<file path="config.mk">
export PLATFORM = sky130hd
export DESIGN_NAME = multicycle_ctrl_flat
export DESIGN_NICKNAME = d
export VERILOG_FILES = /design/src/rtl/ctrl_pkg.sv /design/src/rtl/multicycle_ctrl_if.sv /design/src/rtl/ctrl_decode.sv /design/src/rtl/multicycle_ctrl.sv /design/src/flat_wrapper.sv
export SDC_FILE = /design/constraint.sdc
export NUM_CORES = 1
export LEC_CHECK = 0
export BUFFER_PORTS_ARGS = -buffer_cell sky130_fd_sc_hd__buf_4
export CORE_MARGIN = 2
export CORE_UTILIZATION = 48
export DETAILED_ROUTE_END_ITERATION = 8
export PLACE_DENSITY = 0.76
export SYNTH_ARGS = -nofsm -noshare
export SYNTH_HDL_FRONTEND = slang
export SYNTH_SLANG_ARGS = --single-unit
</file>
<file path="constraint.sdc">
create_clock -name clk -period 1.5 [get_ports clk]
set_input_delay 0.15 -clock clk [delete_from_list [all_inputs] [get_ports clk]]
set_output_delay 0.15 -clock clk [all_outputs]
set_load 0.005 [all_outputs]
</file>
<file path="src/rtl/ctrl_pkg.sv">
// Shared types and encodings for the multi-cycle RV32I control FSM.
package ctrl_pkg;

  typedef enum logic [3:0] {
    S_IDLE,
    S_FETCH,
    S_DECODE,
    S_EXEC_R,
    S_EXEC_I,
    S_ADDR,
    S_MEM_RD,
    S_MEM_WR,
    S_WB_MEM,
    S_WB_ALU,
    S_BRANCH,
    S_TRAP
  } state_t;

  localparam logic [6:0] OP_R      = 7'b0110011;
  localparam logic [6:0] OP_I      = 7'b0010011;
  localparam logic [6:0] OP_LOAD   = 7'b0000011;
  localparam logic [6:0] OP_STORE  = 7'b0100011;
  localparam logic [6:0] OP_BRANCH = 7'b1100011;

  localparam logic [1:0] SRC_A_PC   = 2'b00;
  localparam logic [1:0] SRC_A_RS1  = 2'b01;
  localparam logic [1:0] SRC_B_RS2  = 2'b00;
  localparam logic [1:0] SRC_B_FOUR = 2'b01;
  localparam logic [1:0] SRC_B_IMM  = 2'b11;

  localparam logic [1:0] ALUOP_ADD   = 2'b00;
  localparam logic [1:0] ALUOP_SUB   = 2'b01;
  localparam logic [1:0] ALUOP_FUNCT = 2'b10;

  typedef struct packed {
    logic       mem_read;
    logic       mem_write;
    logic       iord;
    logic       ir_write;
    logic       pc_write;
    logic       pc_write_cond;
    logic       reg_write;
    logic       mem_to_reg;
    logic [1:0] alu_src_a;
    logic [1:0] alu_src_b;
    logic [1:0] aluop;
    logic       illegal;
  } ctrl_word_t;

endpackage

</file>
<file path="src/rtl/multicycle_ctrl_if.sv">
// Controller <-> datapath/memory signal bundle; the controller is the master.
interface multicycle_ctrl_if;
  logic [6:0] opcode;
  logic       mem_ready;
  logic       mem_read;
  logic       mem_write;
  logic       iord;
  logic       ir_write;
  logic       pc_write;
  logic       pc_write_cond;
  logic       reg_write;
  logic       mem_to_reg;
  logic [1:0] alu_src_a;
  logic [1:0] alu_src_b;
  logic [1:0] aluop;
  logic       illegal;

  modport master (
    input  opcode, mem_ready,
    output mem_read, mem_write, iord, ir_write, pc_write, pc_write_cond,
           reg_write, mem_to_reg, alu_src_a, alu_src_b, aluop, illegal
  );

  modport slave (
    output opcode, mem_ready,
    input  mem_read, mem_write, iord, ir_write, pc_write, pc_write_cond,
           reg_write, mem_to_reg, alu_src_a, alu_src_b, aluop, illegal
  );
endinterface

</file>
<file path="src/rtl/ctrl_decode.sv">
// Combinational state -> control-word decode; only FETCH also looks at mem_ready.
module ctrl_decode
  import ctrl_pkg::*;
(
  input  state_t     state,
  input  logic       mem_ready,
  output ctrl_word_t ctrl
);

  always_comb begin
    ctrl = '0;
    case (state)
      S_FETCH: begin
        ctrl.mem_read  = 1'b1;
        ctrl.alu_src_a = SRC_A_PC;
        ctrl.alu_src_b = SRC_B_FOUR;
        ctrl.aluop     = ALUOP_ADD;
        // IR and PC must only capture once the fetched word is actually valid
        ctrl.ir_write  = mem_ready;
        ctrl.pc_write  = mem_ready;
      end
      S_DECODE: begin
        ctrl.alu_src_a = SRC_A_PC;
        ctrl.alu_src_b = SRC_B_IMM;
        ctrl.aluop     = ALUOP_ADD;
      end
      S_EXEC_R: begin
        ctrl.alu_src_a = SRC_A_RS1;
        ctrl.alu_src_b = SRC_B_RS2;
        ctrl.aluop     = ALUOP_FUNCT;
      end
      S_EXEC_I: begin
        ctrl.alu_src_a = SRC_A_RS1;
        ctrl.alu_src_b = SRC_B_IMM;
        ctrl.aluop     = ALUOP_FUNCT;
      end
      S_ADDR: begin
        ctrl.alu_src_a = SRC_A_RS1;
        ctrl.alu_src_b = SRC_B_IMM;
        ctrl.aluop     = ALUOP_ADD;
      end
      S_MEM_RD: begin
        ctrl.mem_read = 1'b1;
        ctrl.iord     = 1'b1;
      end
      S_MEM_WR: begin
        ctrl.mem_write = 1'b1;
        ctrl.iord      = 1'b1;
      end
      S_WB_ALU: ctrl.reg_write = 1'b1;
      S_WB_MEM: begin
        ctrl.reg_write  = 1'b1;
        ctrl.mem_to_reg = 1'b1;
      end
      S_BRANCH: begin
        ctrl.alu_src_a     = SRC_A_RS1;
        ctrl.alu_src_b     = SRC_B_RS2;
        ctrl.aluop         = ALUOP_SUB;
        ctrl.pc_write_cond = 1'b1;
      end
      S_TRAP:  ctrl.illegal = 1'b1;
      default: ctrl = '0;
    endcase
  end

endmodule

</file>
<file path="src/rtl/multicycle_ctrl.sv">
// Multi-cycle RV32I control FSM with opcode latch and retired-instruction counter.
module multicycle_ctrl
  import ctrl_pkg::*;
#(
  parameter int CNT_W = 32
) (
  input  logic               clk,
  input  logic               rst,
  multicycle_ctrl_if.master  bus,
  output logic [CNT_W-1:0]   instret
);

  state_t           state_reg;
  state_t           state_next;
  logic [6:0]       op_reg;
  logic [CNT_W-1:0] instret_reg;
  logic             retire;
  ctrl_word_t       ctrl;

  always_ff @(posedge clk or posedge rst) begin
    if (rst) begin
      state_reg   <= S_IDLE;
      op_reg      <= '0;
      instret_reg <= '0;
    end else begin
      state_reg <= state_next;
      // ADDR needs load vs. store after the IR may have moved on
      if (state_reg == S_DECODE) op_reg <= bus.opcode;
      if (retire) instret_reg <= instret_reg + CNT_W'(1);
    end
  end

  always_comb begin
    state_next = state_reg;
    retire     = 1'b0;
    case (state_reg)
      S_IDLE:  state_next = S_FETCH;
      S_FETCH: if (bus.mem_ready) state_next = S_DECODE;
      S_DECODE: begin
        case (bus.opcode)
          OP_R:               state_next = S_EXEC_R;
          OP_I:               state_next = S_EXEC_I;
          OP_LOAD, OP_STORE:  state_next = S_ADDR;
          OP_BRANCH:          state_next = S_BRANCH;
          default:            state_next = S_TRAP;
        endcase
      end
      S_EXEC_R, S_EXEC_I: state_next = S_WB_ALU;
      S_ADDR:   state_next = (op_reg == OP_STORE) ? S_MEM_WR : S_MEM_RD;
      S_MEM_RD: if (bus.mem_ready) state_next = S_WB_MEM;
      S_MEM_WR: begin
        if (bus.mem_ready) begin
          state_next = S_FETCH;
          retire     = 1'b1;
        end
      end
      S_WB_ALU, S_WB_MEM, S_BRANCH: begin
        state_next = S_FETCH;
        retire     = 1'b1;
      end
      S_TRAP:  state_next = S_TRAP;
      default: state_next = S_IDLE;
    endcase
  end

  ctrl_decode u_decode (
    .state     (state_reg),
    .mem_ready (bus.mem_ready),
    .ctrl      (ctrl)
  );

  assign bus.mem_read      = ctrl.mem_read;
  assign bus.mem_write     = ctrl.mem_write;
  assign bus.iord          = ctrl.iord;
  assign bus.ir_write      = ctrl.ir_write;
  assign bus.pc_write      = ctrl.pc_write;
  assign bus.pc_write_cond = ctrl.pc_write_cond;
  assign bus.reg_write     = ctrl.reg_write;
  assign bus.mem_to_reg    = ctrl.mem_to_reg;
  assign bus.alu_src_a     = ctrl.alu_src_a;
  assign bus.alu_src_b     = ctrl.alu_src_b;
  assign bus.aluop         = ctrl.aluop;
  assign bus.illegal       = ctrl.illegal;
  assign instret           = instret_reg;

endmodule

</file>
<file path="src/flat_wrapper.sv">
// flat-port wrapper written by rule: the top's interface ports become plain ports
module multicycle_ctrl_flat import ctrl_pkg::*;
#(
  parameter int CNT_W = 32
)
  (clk, rst, instret, bus_opcode, bus_mem_ready, bus_mem_read, bus_mem_write, bus_iord, bus_ir_write, bus_pc_write, bus_pc_write_cond, bus_reg_write, bus_mem_to_reg, bus_alu_src_a, bus_alu_src_b, bus_aluop, bus_illegal);
  multicycle_ctrl_if bus_i ();
  input  logic clk;
  input  logic rst;
  output logic [CNT_W-1:0] instret;
  input wire logic [$bits(bus_i.opcode)-1:0] bus_opcode;
  input wire logic [$bits(bus_i.mem_ready)-1:0] bus_mem_ready;
  output wire logic [$bits(bus_i.mem_read)-1:0] bus_mem_read;
  output wire logic [$bits(bus_i.mem_write)-1:0] bus_mem_write;
  output wire logic [$bits(bus_i.iord)-1:0] bus_iord;
  output wire logic [$bits(bus_i.ir_write)-1:0] bus_ir_write;
  output wire logic [$bits(bus_i.pc_write)-1:0] bus_pc_write;
  output wire logic [$bits(bus_i.pc_write_cond)-1:0] bus_pc_write_cond;
  output wire logic [$bits(bus_i.reg_write)-1:0] bus_reg_write;
  output wire logic [$bits(bus_i.mem_to_reg)-1:0] bus_mem_to_reg;
  output wire logic [$bits(bus_i.alu_src_a)-1:0] bus_alu_src_a;
  output wire logic [$bits(bus_i.alu_src_b)-1:0] bus_alu_src_b;
  output wire logic [$bits(bus_i.aluop)-1:0] bus_aluop;
  output wire logic [$bits(bus_i.illegal)-1:0] bus_illegal;
  assign bus_i.opcode = bus_opcode;
  assign bus_i.mem_ready = bus_mem_ready;
  assign bus_mem_read = bus_i.mem_read;
  assign bus_mem_write = bus_i.mem_write;
  assign bus_iord = bus_i.iord;
  assign bus_ir_write = bus_i.ir_write;
  assign bus_pc_write = bus_i.pc_write;
  assign bus_pc_write_cond = bus_i.pc_write_cond;
  assign bus_reg_write = bus_i.reg_write;
  assign bus_mem_to_reg = bus_i.mem_to_reg;
  assign bus_alu_src_a = bus_i.alu_src_a;
  assign bus_alu_src_b = bus_i.alu_src_b;
  assign bus_aluop = bus_i.aluop;
  assign bus_illegal = bus_i.illegal;
  multicycle_ctrl #(.CNT_W(CNT_W)) u_core (.clk(clk), .rst(rst), .bus(bus_i), .instret(instret));
endmodule
</file>
=== Word level (Yosys, flattened, before mapping) ===
Cells that the tools add are included.
Widths: inputs -> output; s select.

* Output and inout bits: 47
* Logic and storage cells: 50
* Bits of input ports: 10
* Bits in registers: 43

* Equal/unequal tests: 20
* Reductions and logical operators: 9
* Mux-type cells: 17
* Add/sub/neg operators: 1

{| class="wikitable"
|+ Operators with widths
! cell !! count
|-
| $add 32x1->32 const B || 1
|-
| $pmux 4 s8 || 1
|-
| $pmux 5 s6 || 1
|-
| $eq 7x6->1 const B || 3
|-
| $eq 4x3->1 const B || 4
|-
| $eq 4x4->1 const B || 4
|-
| $pmux 4 s4 || 1
|-
| $mux 4 || 3
|-
| $reduce_or 2->1 || 5
|-
| $mux 1 || 9
|-
| $eq 4x2->1 const B || 2
|-
| $eq 7x2->1 const B || 1
|-
| $eq 7x5->1 const B || 1
|-
| $eq 7x7->1 const B || 1
|-
| $ne 2x2->1 const B || 3
|-
| $eq 4x1->1 const B || 1
|-
| $logic_not 4->1 || 1
|-
| $reduce_or 4->1 || 1
|-
| $reduce_and 3->1 || 1
|-
| $reduce_or 3->1 || 1
|-
| $mux 2 || 1
|-
| $pmux 1 s2 || 1
|}

=== Longest topological paths before layout ===
Gate-level depths: netlist of the first run.

* Depth after elaboration: 4
* Mapped depth: 6
* Depth with buffers taken out: 5

=== Cells and area by module ===
Synthesis of the first run repeated with hierarchy kept, for this count alone.

* Cells, all modules: 218
* Area, all modules: 2299.7 um^2

{| class="wikitable"
|+ By module, submodules not included
! module !! area an instance (um^2) !! instances !! cells an instance !! sequential area each (um^2)
|-
| multicycle_ctrl || 2077.0 || 1 || 185 || 1076.0
|-
| ctrl_decode || 222.7 || 1 || 33 || 0.0
|}

=== Worst setup path after synthesis of the first run ===
No wires, ideal clock.

* Kind: register -> register
* From: register u_core.instret_reg[0] (netlist: u_core.instret[0])
* To: register u_core.instret_reg[20] (netlist: u_core.instret[20])
* Path buffers: 1
* Required time: 1.420 ns
* Cell stages (with the launch flop): 7
* Arrival: 1.419 ns
* Setup slack: 0.001 ns
* Library setup time: 0.080 ns
* Period minus slack after synthesis: 1.499 ns
* Cells stage by stage: dfrtp_1 > ha_1 > and2_1 > a32o_1 > buf_6 > nand4_1 > xnor2_1

* Word-level cells in the longest chain between the ends: 1

{| class="wikitable"
|+ RTL lines
! element !! RTL line !! text
|-
| start, declared || multicycle_ctrl.sv:16 || <nowiki>logic [CNT_W-1:0] instret_reg;</nowiki>
|-
| start signal, assigned || multicycle_ctrl.sv:29 || <nowiki>if (retire) instret_reg <= instret_reg + CNT_W'(1);</nowiki>
|-
| $add 32x1->32 || multicycle_ctrl.sv:29 ||
|}

Every way passes these cells.
A chain may end at the register's enable or synchronous reset.

=== Worst setup path in the final report of the first run ===
* From: register u_core.state_reg[2]
* To: output bus_alu_src_b[0]

* Word-level cells in the longest chain between the ends: 2
* Elaborated cells between the ends (all ways): 7
* Classes of those cells: 6 x eq/ne; 1 x mux

{| class="wikitable"
|+ RTL lines
! element !! RTL line !! text
|-
| start, declared || multicycle_ctrl.sv:13 || <nowiki>state_t state_reg;</nowiki>
|-
| start signal, assigned || multicycle_ctrl.sv:26 || <nowiki>state_reg <= state_next;</nowiki>
|-
| $eq 4x4->1, or another cell as far along || ctrl_decode.sv:12 || <nowiki>case (state)</nowiki>
|-
| $pmux 5 s6 * || ctrl_decode.sv:12 ||
|-
| end, declared || flat_wrapper.sv:22 || <nowiki>output wire logic [$bits(bus_i.alu_src_b)-1:0] bus_alu_src_b;</nowiki>
|}

Every way passes the cells marked *; elsewhere a longest branch is shown, timed or not.

==> reports/qor.yml, run 1 <==
outcome:
  status: "finished, violations left"
  violations: "negative hold slack, negative setup slack"
sta:
  tns_ns: -4.80
  worstMarginPinSlew_ns: 0.551
  maxSlewViolCount: 0
  period_share_pct: 112
  slew_headroom_pct: 63.3
  max_freq_mhz: 596
  clock_skew_ns: 0.00790
  finalHoldViolations: 7
  setup_slack_ns: -0.179
  finalSetupViolCount: 53
  rsz0062_at_grt: "yes"
  whs_ns: -0.00428
  layout_min_cycle_time_ns: 1.68
clocking:
  clk_latency_ns: 0.29
  cts_sinks: 43
  clk_path_buf_depth: 2
  cts_hold_buf: 0
  cts_tree: "yes"
  cts_buffers: 5
  htreeDepth: 2
  clk_pin_slew_ns: 0.08
  root_buffer: "clkbuf_8"
synthesis:
  synthFlopType: "dfrtp_1"
  synth_async_sr_flop_share_pct: 100
  synthTopCellsByArea: "dfrtp_1 (45%), xnor2_1 (11%), nand4_1 (5.5%)"
  synth_area_um2: 2370
  synth-seq-cells: 43
  netlist_instances: 224
  yosys.area.top_type_share_pct: 45.3
  yosysWarnings: 0
  yosys-top-cells-count: "dfrtp_1 (43), xnor2_1 (31), nand4_1 (21)"
  synth_cell_types: 50
  synth_fp_nets: 235
  avgSynthCellArea_um2: 10.6
  synth-seq-area-share_pct: 45.3
  yosysTopAreaCell: "dfrtp_1"
  synth_edf_count: 0
  yosysMostFrequentCell: "dfrtp_1"
worst_setup_path:
  cp.required_ns: 1.35
  startpoint_type: "register"
  crit_arrival_ns: 1.53
  critical_path_class: "register to primary output"
  worstSetupEndpointType: "primary output"
  path_max_fanout: 6
placed_design:
  place_hpwl_mm: 3.87
  placed_cell_area_um2: 3030
  dp_cells: 363
  portBuffers: 55
  gp_routability_congestion: 0.848
power:
  leakage_nw: 1.75
  power_density_nw_per_um2: 1420
  vdd_drop_max_v: 0.00114
  total_power_mw: 5.23
grt:
  antenna_found_initial: 0
  grt.total_usage_pct: 22.6
  globalRoute.totalOverflow: 0
  grt_pass1_wl_mm: 9.63
  grt_pass1_vias: 1994
  grt_max_degree: 44
detailed_routing:
  vias: 2330
  post-route-drc-count: 0
  dr.first_iter.drc_count: 256
  drt_first_pass_iters: 5
  vias_per_cell: 5.90
  drtAntennaViolNets: 0
  routed_wl_mm: 7.16
  post_drt_wl_per_cell_um: 18.1
floorplan:
  die_x_um: 74.3
  io_pins: 57
  core_um2: 4750
  dieArea_um2: 5530
  die_h_um: 74.3
  initial_utilization_pct: 49.9
  rows: 25
final_layout:
  regArea_um2: 1080
  finish.utilization_pct: 77.3
  nets: 338
  final_cells: 395
  largest_reg_flops: 32
  post-route-cell-area_um2: 3670
  fill_cells: 275
  drive_gt1_share_pct: 52.1
  diodes: 0
  multi_input_area_um2: 1450
  area_growth_pct: 54.7
hold_path:
  hold_path_class: "input port to asynchronous set/reset pin"
job:
  maxCapViolations: 0
final timing paths:
kind / depth (start not counted) / slack, ns / startpoint / end
worst max-delay path: 6 / -0.18 / u_core.state_reg[2] / bus_alu_src_b[0]
worst min-delay path: 3 / -0.004 / rst / u_core.op_reg[5]
worst max register to register: 7 / -0.16 / u_core.state_reg[2] / u_core.instret[8]
worst min register to register: 1 / 0.50 / u_core.instret[31] / u_core.instret[31]
max in group asynchronous: 3 / 1.14 / rst / u_core.instret[4]
min in group clk: 2 / 0.12 / bus_opcode[0] / u_core.op_reg[0]
where the power goes:
part / switching, mW / total (mW) / internal [mW]
registers: 0.167 / 1.54 / 1.37
clock network: 0.385 / 0.710 / 0.325
logic: 1.35 / 2.98 / 1.63
metal layers:
metal  up-vias  part of all wire, %  track usage, %
met2       116                   47            36.2
li1       1029                    -               -
met5         -                    0               0
met4         0                  2.9            7.74
met3        25                  6.4            4.07
met1      1160                   44            31.3
critical path: stages (launching register included):
cell and delay (ns):
dfrtp_1 0.41, buf_6 0.15, buf_8 0.13, nor2_4 0.12, xor2_1 0.21, nor2_1 0.08
buf_4 0.14
repair_timing:
item,CTS,global route
gates resized for setup,31,47
cloned,0,2
setup buffers,10,13
endpoints found under the hold margin,0,0
endpoints found under the setup margin,32,46
pin swaps,9,24
cell families (layout without fill, tap and decap cells):
logic type | Yosys count | after routing | synth area share [%]
compound gates | 23 | 24 | 7.32
xor+xnor | 33 | 33 | 12.2
fa+ha+maj | 1 | 1 | 0.527
buf+inv | 20 | 123 | 4.69
flops | 43 | 43 | 45.3
mux | 9 | 9 | 4.22
other cells | 1 | 1 | 0.158
simple gates | 94 | 94 | 25.6
area by class of cell:
cell class / count / share of cell area, %
clock buffer: 6 / 1.97
inverter: 6 / 0.613
multi-input combinational: 162 / 39.5
sequential: 43 / 29.3
clock inverter: 2 / 0.340
timing repair buffer: 109 / 26.0
tap: 67 / 2.28
cells in the final DEF, fill, tap and decap left out, drive strengths merged, types with 2 or more instances in the layout:
| cell type | Yosys | routed |
|---|---|---|
| nand3b | 2 | 2 |
| o21ai | 3 | 3 |
| inv | 6 | 6 |
| nor4 | 3 | 3 |
| clkbuf | 3 | 7 |
| and4 | 2 | 2 |
| nor2b | 3 | 3 |
| a22o | 1 | 2 |
| nand4 | 23 | 23 |
| nand3 | 5 | 5 |
| nor2 | 12 | 12 |
| or3b | 2 | 2 |
| and2 | 3 | 3 |
| mux2 | 8 | 8 |
| dfrtp | 43 | 43 |
| xor2 | 2 | 2 |
| o2111ai | 6 | 6 |
| nor3 | 6 | 6 |
| and3 | 10 | 10 |
| buf | 11 | 108 |
| xnor2 | 31 | 31 |
| nand2b | 7 | 7 |
| nand2 | 9 | 9 |
| a21oi | 4 | 4 |
through the flow:
| stage | setup WS, ns | hold slack, ns |
|---|---|---|
| after floorplan | 0.00116 | 0.302 |
| after global placement | -0.161 | 0.321 |
| after detailed placement | -0.196 | 0.323 |
| after CTS | -0.0986 | 0.00711 |
| after global routing | -0.243 | 0.0505 |
| final | -0.179 | -0.00428 |
No activity file was read; power rests on OpenSTA's default activity.
==> inputs of run 2 (changes only) <==
- CAP_MARGIN: default -> 25
- CORE_UTILIZATION: 48 -> 45
- PLACE_DENSITY: 0.76 -> 0.72
==> run 2 against run 1 <==
The flow still finishes with violations (negative hold slack, negative setup slack). Wire length fell by 1.3%. Register-to-register slack improved by 0.07 ns. Combinational power rose by 8.4%. Die area rose by 6.3%. Sequential share of layout area fell by 1.1 points. Sequential power barely moved. Via count fell by 1.3%. Final cell count rose by 3.8%. Core utilization fell by 2.6 points. Total power rose by 4.9%. Global-route usage barely moved.
==> reports/qor.yml, run 2 (synthesized netlist as in run 1, its figures left out) <==
floorplan:
  die_h_um: 76.6
  die_x_um: 76.6
  core_um2: 5110
  dieArea_um2: 5870
  rows: 26
  io_pins: 57
  initial_utilization_pct: 46.5
worst_setup_path:
  crit_slowest_cell: "dfrtp_1"
  crit_arrival_ns: 1.48
  worstSetupEndpointType: "primary output"
  regToRegSetupSlack_ns: -0.09
  critical_path_class: "register to primary output"
  cp.required_ns: 1.35
  worstPathCellList: "buf_6 -> buf_12 -> nor2_4 -> xor2_1 -> nor2_1 -> buf_4"
  slowest_delay_ns: 0.40
  startpoint_type: "register"
  path_max_fanout: 7
final_layout:
  final_common_cell: "buf_4"
  diodes: 0
  multi_input_area_um2: 1490
  drive_gt1_share_pct: 53.5
  fill_cells: 330
  final_cell_mix: "buf_4 (100), dfrtp_1 (43), xnor2_1 (30)"
  area_growth_pct: 60.5
  largest_reg_flops: 32
  finish.utilization_pct: 74.6
  nets: 350
  regArea_um2: 1080
sta:
  worstMarginPinSlew_ns: 0.550
  whs_ns: -0.00515
  maxSlewViolCount: 0
  layout_min_cycle_time_ns: 1.63
  max_freq_mhz: 615
  finalSetupViolCount: 33
  period_share_pct: 108
  rsz0062_at_grt: "yes"
  clock_skew_ns: 0.0130
  finalHoldViolations: 10
  setup_slack_ns: -0.125
  slew_headroom_pct: 63.3
placed_design:
  place_hpwl_mm: 3.89
  gp_routability_congestion: 0.799
  dp_slack_ns: -0.235
  portBuffers: 55
clocking:
  clk_path_buf_depth: 2
  cts_hold_buf: 0
  clk_pin_slew_ns: 0.09
  clk_latency_ns: 0.29
  root_buffer: "clkbuf_8"
  cts_buffers: 5
  cts_tree: "yes"
  cts_sinks: 43
  htreeDepth: 2
detailed_routing:
  vias_per_cell: 5.61
  dr.first_iter.drc_count: 163
  drtAntennaViolNets: 0
  routed_wl_mm: 7.07
  vias: 2300
  drt_first_pass_iters: 4
  post-route-drc-count: 0
  post_drt_wl_per_cell_um: 17.3
power:
  seqPwrFrac_pct: 27.5
  clkPwrFrac_pct: 13.6
  p_comb_share_pct: 59.0
  power_density_nw_per_um2: 1440
  vdd_drop_max_v: 0.000831
  p_int_mw: 3.53
  p_switching_mw: 1.96
  p_sw_share_pct: 35.7
  leakage_nw: 1.77
grt:
  globalRoute.totalOverflow: 0
  grt.total_usage_pct: 22.6
  antenna_found_initial: 0
  grt_pass1_wl_mm: 10.7
  grt_max_degree: 44
  grt_pass1_vias: 2218
job:
  maxCapViolations: 0
outcome:
  status: "finished, violations left"
  violations: "negative hold slack, negative setup slack"
hold_path:
  hold_path_class: "input port to asynchronous set/reset pin"
run 2: stage by stage:
step | hold WS, ns | TNS [ns] | power, mW | area (µm²) | instances
3_3_place_gp | 0.329 | -1.61 | 3.29 | 3070 | 371
2_1_floorplan | 0.302 | 0 | 2.62 | 2370 | 224
3_5_place_dp | 0.331 | -2.59 | 3.33 | 3070 | 371
4_1_cts | 0.00464 | -0.763 | 4.92 | 3530 | 401
5_1_grt | 0.0283 | -3.08 | 5.75 | 3810 | 410
6_report | -0.00515 | -1.66 | 5.48 | 3810 | 410
run 2: final cells by class:
class	count	area share (%)
timing repair buffer	122	27.6
tap	70	2.30
inverter	6	0.591
multi-input combinational	161	39.1
sequential	43	28.2
clock buffer	6	1.90
clock inverter	2	0.328
run 2: critical path, delay by kind of cell (launching register included):
family	cells	cell delay (ns)
xor+xnor	1	0.18
buf+inv	3	0.40
simple gates	2	0.19
flops	1	0.40
run 2: routing by layer:
layer / global-route usage, % / part of all wire, % / up-vias
met5: 0 / 0 / -
met4: 7.82 / 1.8 / 0
met3: 4.86 / 6.1 / 17
met2: 36.6 / 49 / 119
met1: 30.1 / 43 / 1111
li1: - / - / 1053
run 2: power by group through the flow:
stage	Clock, mW	Combinational (mW)	Sequential [mW]
2_1_floorplan	0	1.09	1.53
3_3_place_gp	0	1.79	1.50
3_5_place_dp	0	1.82	1.51
4_1_cts	0.749	2.69	1.48
5_1_grt	0.801	3.42	1.53
6_report	0.743	3.23	1.51
run 2: path summary, 6_finish.rpt:
path                                startpoint            endpoint  cells past startpoint
max                        u_core.state_reg[2]    bus_alu_src_b[0]                      6
min                                        rst  u_core.instret[27]                      3
max reg2reg                u_core.state_reg[3]  u_core.instret[13]                      6
min reg2reg                 u_core.instret[31]  u_core.instret[31]                      1
max in group asynchronous                  rst  u_core.instret[20]                      3
min in group clk                 bus_opcode[3]    u_core.op_reg[3]                      2
run 2: repair_timing:
item / in CTS / in global routing
gates cloned: 1 / 1
pin swaps: 11 / 19
setup endpoints to repair: 39 / 42
setup buffers: 21 / 8
gates resized for setup: 41 / 40
